[src/rtl/mips_pkg.sv]
// Shared fetch-stage constants and FSM encoding.
// Width defaults match the program_counter BUS_WIDTH used in this core.
package mips_pkg;

  localparam int ADDR_WIDTH  = 9;
  localparam int INSTR_WIDTH = 32;
  localparam int RESET_PC    = 0;

  typedef enum logic [1:0] {
    FETCH_RUN    = 2'd0,
    FETCH_DRAIN  = 2'd1,
    FETCH_HALTED = 2'd2
  } fetch_state_t;

endpackage

[src/rtl/fetch_skid_buffer.sv]
// Two-entry in-order queue: head is the output register, tail is the skid slot.
// Latency: a push shows on the output the next cycle when the queue is empty.
// Backpressure: holds up to two entries; the caller never pushes into a full queue.
module fetch_skid_buffer #(
  parameter int DATA_WIDTH = 41
)(
  input  logic                  clk,
  input  logic                  rst,
  input  logic                  flush,
  input  logic                  push,
  input  logic [DATA_WIDTH-1:0] push_dat,
  input  logic                  pop,
  output logic                  out_vld,
  output logic [DATA_WIDTH-1:0] out_dat,
  output logic [1:0]            occ
);

  logic [DATA_WIDTH-1:0] head;
  logic [DATA_WIDTH-1:0] tail;

  always_ff @(posedge clk) begin
    if (rst) begin
      occ  <= 2'd0;
      head <= '0;
      tail <= '0;
    end else if (flush) begin
      occ <= 2'd0;
    end else begin
      case ({push, pop})
        2'b10: begin
          if (occ == 2'd0) head <= push_dat;
          else             tail <= push_dat;
          occ <= occ + 2'd1;
        end
        2'b01: begin
          head <= tail;
          occ  <= occ - 2'd1;
        end
        2'b11: begin
          // Occupancy is unchanged; the new word lands behind whatever remains.
          if (occ == 2'd2) begin
            head <= tail;
            tail <= push_dat;
          end else begin
            head <= push_dat;
          end
        end
        default: ;
      endcase
    end
  end

  assign out_vld = (occ != 2'd0);
  assign out_dat = head;

endmodule

[src/rtl/fetch_unit.sv]
// Instruction fetch around an external PC register: issue, redirect/squash, halt.
// Latency: issue at t, memory word at t+1, instr_valid at t+2.
// Backpressure: issue stalls unless the queue can take every outstanding word.
module fetch_unit
  import mips_pkg::*;
#(
  parameter int                    ADDR_WIDTH  = mips_pkg::ADDR_WIDTH,
  parameter int                    INSTR_WIDTH = mips_pkg::INSTR_WIDTH,
  parameter logic [ADDR_WIDTH-1:0] RESET_PC    = ADDR_WIDTH'(mips_pkg::RESET_PC)
)(
  input  logic                   clk,
  input  logic                   rst,
  input  logic [ADDR_WIDTH-1:0]  pc_q,
  output logic [ADDR_WIDTH-1:0]  pc_next,
  output logic [ADDR_WIDTH-1:0]  imem_addr,
  input  logic [INSTR_WIDTH-1:0] imem_rdata,
  input  logic                   redirect_valid,
  input  logic [ADDR_WIDTH-1:0]  redirect_target,
  input  logic                   halt,
  output logic                   instr_valid,
  input  logic                   instr_ready,
  output logic [INSTR_WIDTH-1:0] instr,
  output logic [ADDR_WIDTH-1:0]  instr_pc
);

  localparam int ENTRY_W = INSTR_WIDTH + ADDR_WIDTH;

  fetch_state_t          state;
  fetch_state_t          state_nxt;
  logic                  req_inflight;
  logic [ADDR_WIDTH-1:0] req_pc;
  logic [1:0]            occ;
  logic [2:0]            slots_needed;
  logic                  pop;
  logic                  issue;
  logic                  redirect_take;
  logic                  push;
  logic [ENTRY_W-1:0]    out_dat;

  assign imem_addr = pc_q;
  assign pop       = instr_valid & instr_ready;

  // Slots the queue must have once the in-flight word and a new request both land.
  assign slots_needed  = 3'(occ) + 3'(req_inflight) + 3'd1 - 3'(pop);
  assign issue         = (state == FETCH_RUN) & !redirect_valid & !halt & (slots_needed <= 3'd2);
  assign redirect_take = (state == FETCH_RUN) & redirect_valid & !halt;
  assign push          = req_inflight & !redirect_take;

  always_comb begin
    pc_next = pc_q;
    if (rst)                pc_next = RESET_PC;
    else if (redirect_take) pc_next = redirect_target;
    else if (issue)         pc_next = pc_q + ADDR_WIDTH'(1);
  end

  always_comb begin
    state_nxt = state;
    case (state)
      FETCH_RUN:    if (halt) state_nxt = req_inflight ? FETCH_DRAIN : FETCH_HALTED;
      FETCH_DRAIN:  if (!req_inflight) state_nxt = FETCH_HALTED;
      FETCH_HALTED: state_nxt = FETCH_HALTED;
      default:      state_nxt = FETCH_RUN;
    endcase
  end

  always_ff @(posedge clk) begin
    if (rst) state <= FETCH_RUN;
    else     state <= state_nxt;
  end

  // A read lives exactly one cycle, so the flag simply follows issue.
  always_ff @(posedge clk) begin
    if (rst) begin
      req_inflight <= 1'b0;
      req_pc       <= '0;
    end else begin
      req_inflight <= issue;
      if (issue) req_pc <= pc_q;
    end
  end

  fetch_skid_buffer #(
    .DATA_WIDTH(ENTRY_W)
  ) u_skid (
    .clk     (clk),
    .rst     (rst),
    .flush   (redirect_take),
    .push    (push),
    .push_dat({imem_rdata, req_pc}),
    .pop     (pop),
    .out_vld (instr_valid),
    .out_dat (out_dat),
    .occ     (occ)
  );

  assign {instr, instr_pc} = out_dat;

endmodule
[config.mk]
export PLATFORM = sky130hd
export DESIGN_NAME = fetch_unit
export DESIGN_NICKNAME = d
export VERILOG_FILES = /design/src/rtl/mips_pkg.sv /design/src/rtl/fetch_skid_buffer.sv /design/src/rtl/fetch_unit.sv
export SDC_FILE = /design/constraint.sdc
export NUM_CORES = 1
export LEC_CHECK = 0
export CORE_ASPECT_RATIO = 1.5
export CORE_MARGIN = 1.5
export CORE_UTILIZATION = 40
export CTS_BUF_LIST = sky130_fd_sc_hd__clkbuf_8
export CTS_CLUSTER_SIZE = 28
export DETAILED_ROUTE_END_ITERATION = 10
export PLACE_DENSITY = 0.71
export SETUP_SLACK_MARGIN = 0.1
export SYNTH_ARGS = -nofsm -noshare
export SYNTH_HDL_FRONTEND = slang
export SYNTH_SLANG_ARGS = --single-unit
[constraint.sdc]
create_clock -name clk -period 4.6 [get_ports clk]
set_input_delay 0.46 -clock clk [delete_from_list [all_inputs] [get_ports clk]]
set_output_delay 0.46 -clock clk [all_outputs]
set_load 0.01 [all_outputs]
======== Word-level counts from Yosys, hierarchy flattened ========
Index checks and enable logic that the tools add are counted.
operators by class
  $add $sub $neg .......................... 6
  magnitude comparators ................... 1
  eq/ne operators ......................... 11
  mux-type cells .......................... 14
  bitwise gates (word level) .............. 8
  reductions and logical operators ........ 13
operators by type and width
  operator                                               count
  2-to-1 mux 41 bit                                      4
  case mux 41 bit (3 select lines)                       1
  case mux 41 bit (2 select lines)                       1
  2-to-1 mux 9 bit                                       3
  adder 9 x 1 -> 9 bit, second input constant            1
  == test 2 bit, second input constant                   4
  AND 1 bit                                              7
  2-to-1 mux 2 bit                                       3
  inequality test 2 bit, second input constant           3
  case mux 2 bit (3 select lines)                        1
  nonzero test 2 bit                                     3
  == test 2 x 1 -> 1 bit, second input constant          2
  zero test 2 bit                                        2
  inequality test 2 x 1 -> 1 bit, second input constant  2
  case mux 2 bit (2 select lines)                        1
  AND reduction 4 bit                                    1
  adder 2 x 1 -> 3 bit                                   1
  adder 3 x 1 -> 3 bit, second input constant            1
  <= comparator 3 x 2 -> 1 bit, second input constant    1
  zero test 1 bit                                        3
  AND reduction 3 bit                                    1
  nonzero test 3 bit                                     1
  subtractor 3 x 1 -> 3 bit                              1
  adder 2 x 1 -> 2 bit, second input constant            1
  other kinds (4)                                        4
word-level totals
  bits in registers ....................... 96
  bits of input ports ..................... 55
  output and inout port bits .............. 60
  word-level logic and storage cells ...... 59

======== Logic depth before layout (Yosys ltp) ========
Gate-level depths: netlist of run 1.
  depth in word-level cells ............... 8
  gate-level depth with buffers ........... 13
  gate-level depth less buffers ........... 10

======== Hierarchy ========
From an unflattened synthesis of run 1, not the netlist that was laid out.
second synthesis, totals
  cell total of the unflattened synthesis .. 511
  area total of the unflattened synthesis .. 4762.1 µm²
by module, submodules not included
  module             times used  cells an instance  area each (µm²)  seq. area each (µm²)
  fetch_skid_buffer  1           389                3781.1           1681.6
  fetch_unit         1           122                980.9            240.2

======== Worst setup path after synthesis of run 1 ========
OpenSTA, ideal clock, no wires.
  path kind ............................... reg2reg
  start ................................... register state[0]
  end ..................................... register u_skid.tail[10]
  setup time .............................. 0.128 ns
  arrival ................................. 2.734 ns
  required time ........................... 4.472 ns
  setup slack ............................. 1.738 ns
  stages on the path, launching flop included .. 14
  buffers on the path ..................... 3
  clock period less this slack ............ 2.862 ns
  cell sequence ........................... dfxtp_1 > inv_1 > ha_1 > nand3b_1 > clkbuf_1 > clkbuf_1 > nand2_1 > inv_1 > ha_1 > or2b_4 > a211oi_4 > buf_8 > mux2i_1 > nor2_1
between the ends
  word-level cells in the longest chain between the ends .. 8
  elaborated cells on any way between the ends .. 13
  classes of those cells .................. eq/ne (4); mux (1); bitwise (4); reduce/logical (4)
ends and longest elaborated chain
  element                                                           RTL line                 text
  start, declared                                                   fetch_unit.sv:28         fetch_state_t state;
  start signal, assigned                                            fetch_unit.sv:68         else state <= state_nxt;
  zero test 2 bit *                                                 fetch_unit.sv:46         assign redirect_take = (state == FETCH_RUN) & redirect_valid & !halt;
  AND 1 bit * (2 in a row)                                          fetch_unit.sv:46
  zero test 1 bit                                                   fetch_unit.sv:47         assign push = req_inflight & !redirect_take;
  AND 1 bit                                                         fetch_unit.sv:47
  == test 2 bit                                                     fetch_skid_buffer.sv:29  case ({push, pop})
  inequality test 2 x 1 -> 1 bit (no line) (tied with other cells)  --
  AND reduction 4 bit (no line)                                     --
  end signal, assigned                                              fetch_skid_buffer.sv:32  else tail <= push_dat;
  end signal, assigned                                              fetch_skid_buffer.sv:43  tail <= push_dat;
  end, declared                                                     fetch_skid_buffer.sv:19  logic [DATA_WIDTH-1:0] tail;
Mark *: on every way between the ends. The rest lies on a longest branch, timed or not.
A chain may end at the register's enable or synchronous reset.

======== Worst setup path in the final report of run 1 ========
  start ................................... register u_skid.occ[0]
  end ..................................... output port pc_next[8]
between the ends
  word-level cells in the longest chain between the ends .. 8
  elaborated cells on any way between the ends .. 10
  classes of those cells .................. add/sub (3); order compare (1); mux (3); bitwise (2); reduce/logical (1)
ends and longest elaborated chain
  element                                                     RTL line                                   text
  start, declared                                             fetch_skid_buffer.sv:15                    output logic [1:0] occ
  start signal, assigned                                      fetch_skid_buffer.sv:33                    occ <= occ + 2'd1;
  start signal, assigned                                      fetch_skid_buffer.sv:37                    occ <= occ - 2'd1;
  adder 2 x 1 -> 3 bit or nonzero test 2 bit (tied branches)  fetch_unit.sv:44, fetch_skid_buffer.sv:53
  adder 3 x 1 -> 3 bit or AND 1 bit (tied branches)           fetch_unit.sv:44, fetch_unit.sv:41
  subtractor 3 x 1 -> 3 bit *                                 fetch_unit.sv:44                           assign slots_needed = 3'(occ) + 3'(req_inflight) + 3'd1 - 3'(pop);
  <= comparator 3 x 2 -> 1 bit *                              fetch_unit.sv:45                           assign issue = (state == FETCH_RUN) & !redirect_valid & !halt & (slots_needed <= 3'd2);
  AND 1 bit *                                                 fetch_unit.sv:45
  2-to-1 mux 9 bit *                                          fetch_unit.sv:53                           else if (issue) pc_next = pc_q + ADDR_WIDTH'(1);
  2-to-1 mux 9 bit *                                          fetch_unit.sv:52                           else if (redirect_take) pc_next = redirect_target;
  2-to-1 mux 9 bit *                                          fetch_unit.sv:51                           if (rst) pc_next = RESET_PC;
  end, declared                                               fetch_unit.sv:14                           output logic [ADDR_WIDTH-1:0] pc_next,
Marks and branches as above.

==> metrics.txt, run 1 <==
status=finished, final reports clean; met2 Usage GRT=0.362; Die ar.=0.0113 mm²; Antenna Nets Post-Route=0; Initial Util=0.408; CP Launch Type=flip-flop; dpl hpwl=7.40 mm; GR met3 Demand/Resource=0.0312; Ys Warns=0; commonest cells after routing, fill and taps aside=clkdlybuf4s50_1 (113), nor2_1 (96), dfxtp_1 (96), o21ai_0 (54), mux2i_1 (51); die height=130 µm; Data arrival, critical path=3.58 ns; Nets=615; Finish-stage setup viols=0; FFs w/ async S/R, synth=0; Routed WL=11.2 mm; 1st-pass router iterations=5; Final Skew=0.0103 ns; Tmin final=4.04 ns; vias in the first global route=3,683; DRC violations left=0; post-synthesis cell area=0.00428 mm²; Seq/Total Area, Yosys=0.449; Crit Path Max Fanout=8; layout cells sized above 1=0.0559; leading cell type in the layout, fill and taps excluded=clkdlybuf4s50_1; Critical Path RT=4.14 ns; placer congestion estimate=0.803; Final TNS setup=0 ns; syn nets=527; maximum vdd ir drop=0.000191 V; Global Route Usage Sum=0.203; Fillers=991; CTS root buffer=clkbuf_8; FP Rows=46; largest net degree at the start of global routing=46; relative slew slack=0.233; Critical Path Sink Type=output port; flip-flop and latch count after synthesis=96; via count=3,722; CORE AREA=0.0105 mm²; num ports=115; I/O Buffers=114; antenna violations before repair=0; post-synthesis instance total=462; WL per Instance=16.0 µm; number of max-cap violations=0; Die W=87.4 µm; first-pass GRT wire length=17.9 mm; drt first-iter violations=256; maximum achievable frequency=247 MHz; syn avg cell area=9.26 µm²; top_reg_cell synth=dfxtp_1; CTS max path bufs=2; Post-synth EDFFs=0; area grow syn2layout=31.0%; GRT busiest layer=met2; Hold Buf Count CTS=0; CTS tree=yes; Hold Vio Cnt, Final=0; worst slew pin tran=1.15 ns; power per cell area=323 mW/mm²; ANT cells=0; Slew Limit Fails=0; Yosys cell types=42; Avg Vias per Cell=5.32; CTS buffer count=9; Leak Pwr=0.00208 µW; kind of critical path=flip-flop to output port; RSZ-0062 raised after global routing=false; total grt overflow=0; H-tree levels=3; period utilization=0.879; post-CTS setup buffer count=0; GR Util met1=0.233; # resized after CTS=0; latest clock arrival within the worst-skew pair=0.36 ns; Clock Pin Slew Worst Setup and Hold Paths=0.09 ns; placed inst area=0.00540 mm²; worst min path class=input port to flip-flop; cell area after layout=0.00560 mm²; CTS Sinks=96
-- registers in the layout (all words and copies together), names as in the netlist --
register        count
state               2
u_skid.occ          2
req_pc              9
u_skid.out_dat     41
u_skid.tail        41
req_inflight        1
-- critical path, cell delays in order, from the launching register on --
cell	delay, ns
dfxtp_1	0.42
o21ai_1	0.42
fa_1	0.30
inv_1	0.05
ha_1	0.26
nor3b_1	0.37
o211ai_1	0.25
o2111ai_1	0.23
or3b_2	0.45
clkdlybuf4s50_1	0.49
-- layer usage --
| layer | up-vias | part of all wire | routed length, µm |
|---|---|---|---|
| met5 | - | 0 | 0 |
| li1 | 1812 | - | - |
| met1 | 1782 | 0.41 | 4530 |
| met2 | 113 | 0.53 | 5920 |
| met3 | 15 | 0.043 | 476 |
| met4 | 0 | 0.023 | 252 |
-- stage by stage --
step	cells	power [µW]	hold slack [ns]	worst slack, ns	utilization
after detailed placement	683	1260	0.481	0.649	0.515
after global placement	683	1260	0.474	0.730	0.515
final	699	1810	0.469	0.556	0.535
after CTS	699	1830	0.456	0.534	0.535
after floorplan	462	1080	0.461	1.74	-
after global routing	699	1890	0.463	0.265	0.535
-- synthesized netlist by cell type (all sizes together), types with 2 or more instances --
| cell type | instances | share of area |
|---|---|---|
| dfxtp | 96 | 0.45 |
| clkbuf | 25 | 0.027 |
| nand2 | 8 | 0.0070 |
| or3 | 4 | 0.0059 |
| o211ai | 2 | 0.0035 |
| nor3 | 3 | 0.0035 |
| nor2 | 96 | 0.084 |
| xor2 | 3 | 0.0061 |
| nor3b | 3 | 0.0053 |
| nand3 | 2 | 0.0023 |
| a221oi | 41 | 0.084 |
| a211oi | 2 | 0.0064 |
| buf | 20 | 0.041 |
| a31oi | 4 | 0.0059 |
| ha | 9 | 0.026 |
| mux2i | 51 | 0.12 |
| a21oi | 6 | 0.0070 |
| inv | 11 | 0.0097 |
| o21ai | 57 | 0.067 |
| xnor2 | 3 | 0.0061 |
-- area by class of cell --
class,instances,area (µm²),share of cell area
tap,144,180,0.0322
timing repair buffer,122,1210,0.216
multi-input combinational,310,2050,0.365
clock buffer,10,138,0.0246
clock inverter,6,67.6,0.0121
sequential,96,1920,0.343
inverter,11,41.3,0.00737
-- final timing paths --
kind                   start           endpoint  slack (ns)  cells after the start
min reg2reg  u_skid.tail[18]    u_skid.tail[18]        0.50                      2
max            u_skid.occ[0]         pc_next[8]        0.56                      9
min                      rst          req_pc[3]        0.47                      2
max reg2reg         state[0]  u_skid.out_dat[2]        1.79                     11
-- cell families after synthesis --
kind of cell | count (synthesis) | synth area share
AND/OR/NAND/NOR | 127 | 0.129
adder cells (fa/ha/maj) | 10 | 0.0310
buffers and inverters | 56 | 0.0772
XOR/XNOR | 6 | 0.0123
multiplexers | 51 | 0.119
AO/OA/AOI/OAI | 116 | 0.181
flip-flops | 96 | 0.449
-- power by group --
group          switching, µW  leakage, µW  total [µW]  internal, µW
Combinational            166      0.00120         342           176
Sequential              27.4     0.000778         902           875
Clock                    297    0.0000989         565           268
Total                    490      0.00208        1810          1320
(Power assumes the default switching activity.)
==> run 2: changes to the inputs <==
CAP_MARGIN = 15   (was unset)
PLACE_DENSITY = 0.7   (was 0.71)
SYNTH_HIERARCHICAL = 1   (was unset)
clock period = 5.1 ns   (was 4.6 ns; I/O delays follow)
==> run 2 against run 1 <==
Compared with the run above: via count up 7.1%; sequential power down 9.5%; utilization shrank 0.84 points; first-iteration DRC count down 25%; clock skew down 0.0028 ns; sequential cell count stayed put; global-route usage down 2.4 points; combinational power is 12% higher; area after synthesis up 11%; worst setup slack improved by 0.38 ns.
==> metrics.txt, run 2 <==
status=finished, final reports clean (unchanged); Die ar.=0.0126 mm² (was 0.0113 mm²); Crit Path Max Fanout=7 (was 8); reg2reg start=state[0] (unchanged); post-synthesis instance total=511 (was 462); # resized after CTS=0 (unchanged); antenna violations before repair=0 (unchanged); post-synthesis cell area=0.00476 mm² (was 0.00428 mm²); syn nets=577 (was 527); Data arrival, critical path=3.65 ns (was 3.58 ns); Critical Path RT=4.59 ns (was 4.14 ns); Routed WL=11.3 mm (was 11.2 mm); Clock Pin Slew Worst Setup and Hold Paths=0.09 ns (about the same); I/O Buffers=114 (unchanged); top_reg_cell synth=dfxtp_1 (unchanged); fin util=0.527 (was 0.535); Reg2Reg Setup Slack=1.45 ns (was 1.79 ns); Critical Path Sink Type=output port (unchanged); CTS root buffer=clkbuf_8 (unchanged); power per cell area=285 mW/mm² (was 323 mW/mm²); top-area cell type share of the netlist area=0.404 (was 0.449); CP Launch Type=flip-flop (unchanged); Hold Path Stages=2 (unchanged); top-count cell post-synth=dfxtp_1; Final TNS setup=0 ns (unchanged); CORE AREA=0.0115 mm² (was 0.0105 mm²); maximum achievable frequency=240 MHz; 1st-pass router iterations=6 (was 5); relative slew slack=0.216 (was 0.233); H-tree levels=3 (unchanged); Ys Warns=6 (was 0); vias in the first global route=3,899 (was 3,683); drt first-iter violations=193 (was 256); post-CTS setup buffer count=0 (unchanged); worst stage delay on the critical path=0.59 ns (was 0.49 ns); via count=3,987 (was 3,722); layout cells sized above 1=0.185 (was 0.0559); largest net degree at the start of global routing=95 (was 46); Initial Util=0.413 (was 0.408); commonest cells after routing, fill and taps aside=clkdlybuf4s50_1 (113), dfxtp_1 (96), nand2_1 (88), nor2_1 (62), a21oi_1 (45) (was clkdlybuf4s50_1 (113), nor2_1 (96), dfxtp_1 (96), o21ai_0 (54), mux2i_1 (51)); Crit-path slowest cell=clkdlybuf4s50_1 (unchanged); WL per Instance=15.1 µm (was 16.0 µm); cell area after layout=0.00607 mm² (was 0.00560 mm²); area grow syn2layout=27.5% (was 31.0%); RSZ-0062 raised after global routing=false (unchanged); leading cell type in the layout, fill and taps excluded=clkdlybuf4s50_1 (unchanged); CTS tree=yes (unchanged); Global Route Usage Sum=0.179 (was 0.203); number of max-cap violations=0 (unchanged); Die W=92.1 µm (was 87.4 µm); Finish-stage setup viols=0 (unchanged); num ports=115 (unchanged); Cell Chain, Critical Path=or2_1 > nand2_1 > fa_1 > ha_1 > nor3b_2 > o211ai_1 > or3_1 > a311oi_1 > clkdlybuf4s50_1 (was o21ai_1 > fa_1 > inv_1 > ha_1 > nor3b_1 > o211ai_1 > o2111ai_1 > or3b_2 > clkdlybuf4s50_1); Crit path max-delay family=simple AND/OR/NAND/NOR gates (was compound AO/OA/AOI/OAI gates); Post-synth EDFFs=0 (unchanged); Slew Limit Fails=0 (unchanged); Area contributors post-synth=dfxtp_1 (40%), a221oi_2 (13%), nor3_2 (8.2%) (was dfxtp_1 (45%), mux2i_1 (12%), nor2_1 (8.4%)); most instantiated cells after synthesis=dfxtp_1 (96), nand2_1 (88), nor2_1 (62), a21oi_1 (45), a221oi_2 (40) (was dfxtp_1 (96), nor2_1 (96), o21ai_0 (54), mux2i_1 (51), a221oi_1 (41)); worst hold start=rst (unchanged); first-pass GRT wire length=18.0 mm (was 17.9 mm); FFs w/ async S/R, synth=0 (unchanged); Yosys top cell by area=dfxtp_1 (unchanged); dpl hpwl=7.52 mm (was 7.40 mm); Avg Vias per Cell=5.32 (about the same); die height=137 µm (was 130 µm); maximum vdd ir drop=0.000114 V (was 0.000191 V); worst slew pin tran=1.18 ns (was 1.15 ns); Hold Vio Cnt, Final=0 (unchanged); DRC violations left=0 (unchanged); Antenna Nets Post-Route=0 (unchanged); Final Skew=0.00755 ns (was 0.0103 ns); worst r2r path cells=12 (was 11); worst min path class=input port to flip-flop (unchanged); Worst R2R End=u_skid/out_dat[33] (was u_skid.out_dat[2]); WHS Endpoint=state[1] (was req_pc[3]); Power, Total=1730 µW (was 1810 µW); placer congestion estimate=0.781 (was 0.803); placed inst area=0.00586 mm² (was 0.00540 mm²); Tmin final=4.16 ns; CTS buffer count=9 (unchanged); CP bufs+invs=1 (was 2); ANT cells=0 (unchanged); latest clock arrival within the worst-skew pair=0.36 ns (about the same); CTS Sinks=96 (unchanged); Leak Pwr=0.00221 µW (was 0.00208 µW); period utilization=0.816; FP Rows=48 (was 46); Hold Buf Count CTS=0 (unchanged); CTS max path bufs=2 (unchanged); Seq/Total Area, Yosys=0.404 (was 0.449); total grt overflow=0 (unchanged); Nets=661 (was 615); Yosys cell types=52 (was 42); kind of critical path=flip-flop to output port (unchanged); syn avg cell area=9.32 µm² (was 9.26 µm²); flip-flop and latch count after synthesis=96 (unchanged)
==> run 2: changes by cell type in the layout (fill, tap and decap cells not counted), moves of 34 or more <==
cell | before | now
a21oi_1 | 5 | 45
a221oi_1 | 41 | 1
a221oi_2 | 0 | 40
mux2i_1 | 51 | 9
nand2_1 | 8 | 88
nor2_1 | 96 | 62
nor3_2 | 0 | 39
o21ai_0 | 54 | 5
==> run 2: final cells by class <==
class	instances	area [µm²]
Fill cell	1067	5460
Clock inverter	6	76.3
Tap cell	150	188
Sequential cell	96	1920
Timing Repair Buffer	121	1190
Inverter	11	41.3
Multi-Input combinational cell	356	2520
Clock buffer	10	138
==> run 2: worst max-delay path by stage <==
| stage | cells past startpoint | slack [ns] | from | to |
|---|---|---|---|---|
| final | 9 | 0.94 | u_skid/occ[0] | pc_next[5] |
| after global routing | 9 | 0.70 | u_skid/occ[0] | pc_next[6] |
| after CTS | 9 | 0.94 | u_skid/occ[0] | pc_next[5] |
| after detailed placement | 11 | 1.05 | halt | u_skid/out_dat[33] |
| after global placement | 11 | 1.15 | halt | u_skid/out_dat[33] |
| after floorplan | 10 | 2.08 | u_skid/occ[0] | pc_next[1] |
==> run 2: kinds of logic (layout without fill, tap and decap cells) <==
logic type,after synthesis,after routing,share of synthesized area
flip-flops,96,96,0.404
AND/OR/NAND/NOR,217,217,0.242
multiplexers,10,10,0.0213
buffers and inverters,59,148,0.0709
adder cells (fa/ha/maj),11,11,0.0305
AO/OA/AOI/OAI,113,113,0.223
XOR/XNOR,5,5,0.00920
==> run 2: worst reg2reg max path: cells and delay by family, from the launching register on <==
family	cells	cell delay [ns]
buf+inv	3	0.86
simple gates	6	1.62
flops	1	0.39
fa+ha+maj	2	0.55
compound gates	1	0.16
==> run 2: routing by layer <==
metal | vias to the layer above | track usage | wire length [µm]
li1 | 1967 | - | -
met1 | 1899 | 0.197 | 4760
met2 | 114 | 0.340 | 5970
met3 | 7 | 0.0306 | 461
met4 | 0 | 0.0650 | 123
met5 | - | 0 | 0
==> run 2: power breakdown <==
part / switching (µW) / leakage [µW] / total, µW / internal, µW
Combinational: 199 / 0.00131 / 382 / 183
Clock: 250 / 0.000120 / 534 / 284
Sequential: 26.3 / 0.000778 / 816 / 790
Total: 475 / 0.00221 / 1730 / 1260
==> run 2: per-stage QoR <==
stage / setup WS, ns / hold slack, ns / cells
2_1_floorplan: 2.08 / 0.447 / 511
4_1_cts: 0.942 / 0.407 / 750
5_1_grt: 0.705 / 0.412 / 750
3_3_place_gp: 1.15 / 0.453 / 734
6_report: 0.939 / 0.429 / 750
3_5_place_dp: 1.05 / 0.461 / 734
